===== config.mk =====
export PLATFORM = sky130hd
export DESIGN_NAME = mod_controller_device
export DESIGN_NICKNAME = d
export VERILOG_FILES = /design/src/rtl/mod_controller_pkg.sv /design/src/rtl/mod_input_filter.sv /design/src/rtl/mod_controller_device.sv
export SDC_FILE = /design/constraint.sdc
export NUM_CORES = 1
export LEC_CHECK = 0
export ABC_CLOCK_PERIOD_IN_PS = 1600
export BUFFER_PORTS_ARGS = -buffer_cell sky130_fd_sc_hd__buf_2
export CAP_MARGIN = 20
export CORE_MARGIN = 4
export CORE_UTILIZATION = 35
export CTS_BUF_LIST = sky130_fd_sc_hd__clkbuf_8
export CTS_CLUSTER_SIZE = 10
export DETAILED_ROUTE_END_ITERATION = 10
export PLACE_DENSITY_LB_ADDON = 0.3
export SYNTH_ARGS = -nofsm -noshare
export SYNTH_HDL_FRONTEND = slang
export SYNTH_SLANG_ARGS = --single-unit

===== constraint.sdc =====
create_clock -name in_clk -period 1.6 [get_ports in_clk]
set_input_delay 0.4 -clock in_clk [delete_from_list [all_inputs] [get_ports in_clk]]
set_output_delay 0.4 -clock in_clk [all_outputs]
set_load 0.1 [all_outputs]

===== src/rtl/mod_controller_pkg.sv =====
// mod_controller_pkg: button indices and controller state encoding shared by host and device ends
package mod_controller_pkg;
  localparam int NUM_BUTTONS = 8;
  localparam int BTN_A = 0;
  localparam int BTN_B = 1;
  localparam int BTN_SELECT = 2;
  localparam int BTN_START = 3;
  localparam int BTN_UP = 4;
  localparam int BTN_DOWN = 5;
  localparam int BTN_LEFT = 6;
  localparam int BTN_RIGHT = 7;
  typedef enum logic [1:0] {ST_IDLE, ST_LOAD, ST_SHIFT, ST_DONE} ctrl_state_t;
endpackage


===== src/rtl/mod_input_filter.sv =====
// mod_input_filter: 2-flop synchroniser, glitch filter and registered rise/fall strobes for one async line
module mod_input_filter #(
  parameter int GLITCH_CYCLES = 2
) (
  input  logic in_clk,
  input  logic in_reset,
  input  logic in_async,
  output logic out_rise,
  output logic out_fall
);
  logic [1:0] sync;
  logic level, level_d;
  logic [3:0] cnt;
  always_ff @(posedge in_clk) begin
    if (in_reset) begin
      sync <= '0;
      level <= 1'b0;
      level_d <= 1'b0;
      cnt <= '0;
      out_rise <= 1'b0;
      out_fall <= 1'b0;
    end else begin
      sync <= {sync[0], in_async};
      level_d <= level;
      out_rise <= level & ~level_d;
      out_fall <= ~level & level_d;
      if (sync[1] == level) begin
        cnt <= '0;
      end else if (cnt == 4'(GLITCH_CYCLES - 1)) begin
        level <= sync[1];
        cnt <= '0;
      end else begin
        cnt <= cnt + 4'd1;
      end
    end
  end
endmodule


===== src/rtl/mod_controller_device.sv =====
// mod_controller_device: device end of the NES controller serial link, shifting out button state on latch/pulse
module mod_controller_device
  import mod_controller_pkg::*;
#(
  parameter int GLITCH_CYCLES = 2,
  parameter int FRAME_COUNT_W = 16
) (
  input  logic                     in_clk,
  input  logic                     in_reset,
  input  logic                     in_controller_latch,
  input  logic                     in_controller_pulse,
  input  logic [NUM_BUTTONS-1:0]   in_buttons,
  output logic                     out_controller_data,
  output logic [NUM_BUTTONS-1:0]   out_buttons_latched,
  output logic [3:0]               out_bit_index,
  output logic [FRAME_COUNT_W-1:0] out_frame_count,
  output logic                     out_overrun
);
  ctrl_state_t state;
  logic [NUM_BUTTONS-2:0] shift;
  logic latch_rise, latch_fall, pulse_rise, unused_pulse_fall, last;
  assign last = out_bit_index == 4'(NUM_BUTTONS - 1);
  mod_input_filter #(.GLITCH_CYCLES(GLITCH_CYCLES)) u_latch (
    .in_clk(in_clk), .in_reset(in_reset), .in_async(in_controller_latch),
    .out_rise(latch_rise), .out_fall(latch_fall)
  );
  mod_input_filter #(.GLITCH_CYCLES(GLITCH_CYCLES)) u_pulse (
    .in_clk(in_clk), .in_reset(in_reset), .in_async(in_controller_pulse),
    .out_rise(pulse_rise), .out_fall(unused_pulse_fall)
  );
  always_ff @(posedge in_clk) begin
    if (in_reset) begin
      state <= ST_IDLE;
      shift <= '0;
      out_controller_data <= 1'b1;
      out_buttons_latched <= '0;
      out_bit_index <= '0;
      out_frame_count <= '0;
      out_overrun <= 1'b0;
    end else if (latch_rise) begin
      state <= ST_LOAD;
      shift <= in_buttons[NUM_BUTTONS-1:1];
      out_controller_data <= ~in_buttons[BTN_A];
      out_overrun <= 1'b0;
    end else if (state == ST_LOAD) begin
      shift <= in_buttons[NUM_BUTTONS-1:1];
      out_controller_data <= ~in_buttons[BTN_A];
      if (latch_fall) begin
        state <= ST_SHIFT;
        out_buttons_latched <= in_buttons;
        out_bit_index <= '0;
        out_frame_count <= out_frame_count + FRAME_COUNT_W'(1);
      end
    end else if (pulse_rise && state == ST_SHIFT) begin
      shift <= shift >> 1;
      out_bit_index <= out_bit_index + 4'd1;
      out_controller_data <= last ? 1'b0 : ~shift[0];
      state <= last ? ST_DONE : ST_SHIFT;
    end else if (pulse_rise && state == ST_DONE) begin
      out_overrun <= 1'b1;
    end
  end
endmodule


==> results.txt <==
The flow ran to the end, but the final reports show violations. The final reports fail on setup timing. The total power density per cell area came out at roughly 900 nW/um^2. The yosys synthesis warning count is 0. The arrival time at the worst endpoint is about 2.0 ns. On the final layout, the worst clock skew is 0.00952 ns.

The post-CTS clock slew at the launch and capture registers of the worst setup and hold paths is 0.07 ns. The number of register bits inferred by synthesis is 58. 42 I/O pins were placed. The maximum clock frequency came out at 0.587 GHz.

For this run, the slowest stage of the critical path takes about 0.54 ns. The final weighted congestion in routability-driven placement came out at 0.807. The overall overflow remaining after global route came out at 0. The count of different cell masters after synthesis is 36.

In this run the critical register-to-register path is launched from state[1]. Along the worst hold path, the cell count comes to 2. The final standard cell utilization of the core is 48.7%.

Setup repair after global routing could not meet its margin everywhere. The path with the worst hold slack has its endpoint at u_pulse.sync[0]. The class of the most critical setup path is reg2reg. In the layout the commonest cells are 39 x dfxtp_1, 35 x buf_2, 30 x nor2_1. The transition time at the pin with the least slew margin is 0.501 ns. The final number of hold-violating endpoints is 0. After technology mapping, the gate count stands at 248. The worst setup path is launched from a flip-flop.

The clock latency on the worst-skew pair came out at approximately 0.33 ns. The fraction of the yosys area taken by sequential cells came out at 50.4%. The startpoint identified for the worst hold timing path is in_controller_pulse. The relative max-transition margin came out at 66.8%.

The required time of the critical path came out at 1.86 ns. On the critical path, the stage with the largest delay is an instance of or4_4. The count of antenna diodes in the layout is 0.

The maximum fanout along the worst path came out at 4. The initial utilization of the core area, before any placement, comes to 36.1%. The post-DP HPWL came out at 3560 um. The library cell used most frequently in the layout, excluding fill and tap cells, is dfxtp_1. In the routed design, unresolved DRC markers number 0.

Row generation in the floorplan step produced 29 rows. The total iterations of the first detailed-routing run is 4. The clock drives 58 sinks. The H-tree depth is 3. The number of setup buffers added after CTS is 0. The global-route wire length before repair is 8320 um.

The number of nets at the end of the flow is 333. The clock period minus final worst setup slack came out at 1.70 ns. IR analysis of the VDD net gives a maximum drop of slightly above 0.5 mV. The average vias per placed instance came out at 4.85. The cell area after technology mapping came out at between 2000 and 2500 um^2. The max-slew violation count came out at 0. The filler-free cell count of the finished design came out at 397. The leakage power of the design is 1.29 nW. The number of antenna-violating nets in the routed design came out at 0. The clock buffer count from CTS came out at 9. The hold slack came out at ~0.27 ns. The setup slack after layout is -0.104 ns. The overall die area is 7950 um^2. The max capacitance violation total came out at 0. The height of the die came out at 89.1 um.

The final worst-path cycle share came out at 106%. The detailed router's first-iteration violation count came out at 59. In this run the worst hold path is classified as in2reg. The total cell area at the placement stage is 2860 um^2. The placed cell count came out at 381. The worst reg-to-reg path cell count is 4. The critical path goes through nand4bb_4, or4_4, or4_4, a21oi_2. The net count of the mapped netlist is 266. The average size of a mapped cell is 9.29 um^2. The total length of routed wires came out at about 5000 um. The via count of the first global-routing pass is 1777. The quantity of I/O buffers inserted on ports came out at 41. The placeable core region came out at between 6000 and 7000 um^2. The clock tree from TritonCTS is yes. The number of antenna violations at the first check in global routing is 0. The detailed-route wire length per cell is 12.5 um. In this run the critical register-to-register path is captured at out_frame_count[13]. The floorplan die width came out at 89.1 um.

Summing all non-filler instances in the final layout gives an area of 3110 um^2. The hold-fix buffer count after cts came out at 0. The maximum number of pins on one net before global-route repair is 26. Global routing used 13.7% of the available tracks. STA classifies the critical path endpoint as a flip-flop. Counting stages on the worst path, the most repeated cell is or4_4.

Across all layers, the routed design uses about 1.9k vias. The clock root buffer master is clkbuf_8. The reg2reg setup slack is -0.10 ns. Counting along the longest clock path gives a buffer depth of 2. Compared with the post-synthesis result, the final layout area differs by 35.0%. Setup violations remaining at the end of the flow were counted as 5. The layout cell share with drive strength beyond 1 is between 30% and 40%.
==> kinds of logic after synthesis <==
family,Yosys count,synth area share [%]
simple gates,109,24.8
flops,58,50.4
compound gates,32,8.04
xor+xnor,17,6.46
buf+inv,16,2.66
mux,10,4.40
fa+ha+maj,6,3.26
==> sequential cells by signal (all words and copies together), names as in the netlist, 2 cells and up <==
register / count
u_pulse.cnt: 4
shift: 7
u_latch.sync: 2
out_bit_index: 4
out_buttons_latched: 8
state: 2
u_latch.cnt: 4
out_frame_count: 16
u_pulse.sync: 2
==> final cells by class <==
type | count | area [um^2]
fillers | 592 | 3280
flip-flops and latches | 58 | 1220
clock buffers | 9 | 124
multi-input cells | 174 | 1150
well taps | 77 | 96.3
clock inverters | 7 | 60.1
inverters | 6 | 22.5
repair buffers | 66 | 437
==> critical path, delay by kind of cell, from the launching register on <==
kind | cells | cell delay (ns)
and+or+nand+nor | 3 | 1.18
DFF | 1 | 0.32
AOI/OAI and AO/OA | 1 | 0.12
==> repair_timing <==
action | CTS | global route
setup endpoints to repair | 11 | 10
resized for setup | 7 | 11
pin swaps | 3 | 6
==> worst max path at each step <==
stage                                   from                   to  slack [ns]  depth (start not counted)
after floorplan           out_frame_count[4]  out_frame_count[13]       -0.30                          4
after global placement    out_frame_count[3]  out_frame_count[15]       -0.05                          6
after detailed placement  out_frame_count[3]  out_frame_count[15]       -0.09                          6
after CTS                 out_frame_count[6]  out_frame_count[13]       -0.09                          4
after global routing                state[1]  out_frame_count[13]       -0.16                          4
final                               state[1]  out_frame_count[13]       -0.10                          4
==> through the flow <==
stage | total power, mW | TNS (ns) | setup slack (ns)
finish | 2.78 | -0.168 | -0.104
CTS | 2.82 | -0.156 | -0.0930
global placement | 1.53 | -0.0936 | -0.0550
global route | 2.90 | -0.509 | -0.162
floorplan | 1.50 | -1.33 | -0.302
detailed placement | 1.54 | -0.203 | -0.0855
==> layer usage <==
metal	track usage [%]	routed length [um]	vias up
met2	20.0	2200	46
met5	0	0	-
met3	4.15	277	5
met1	18.7	2430	887
met4	6.09	58	0
li1	-	-	986
==> report_power, final <==
part,total (mW),internal [mW],switching (mW)
Combinational,0.0680,0.0283,0.0398
Clock,1.28,0.703,0.574
Sequential,1.43,1.43,0.00517
==> Yosys cell counts, drive strengths merged <==
master   count  share of area [%]
dfxtp       58                 50
nor2        30                4.9
nand2       24                3.9
a21oi       18                3.9
nor3        10                2.2
xnor2       10                3.8
mux2i        9                3.9
nor2b        9                2.4
clkbuf       8                1.3
nand3        8                1.7
xor2         7                2.7
a211oi       6                2.0
ha           6                3.3
inv          6               0.98
or3          6                1.6
o21ai        4               0.87
nand4        3               0.81
nor3b        3               0.98
or4          3                1.1
and2         2               0.54
and3         2               0.54
buf          2               0.38
nand2b       2               0.54
nor4         2               0.54
a21boi       1               0.33
a31o         1               0.38
a31oi        1               0.27
and4bb       1               0.54
mux2         1               0.49
nand3b       1               0.33
nand4bb      1                1.2
nor4bb       1               0.43
o31ai        1               0.33
or4b         1               0.43
No activity file was read; power rests on OpenSTA's default activity.
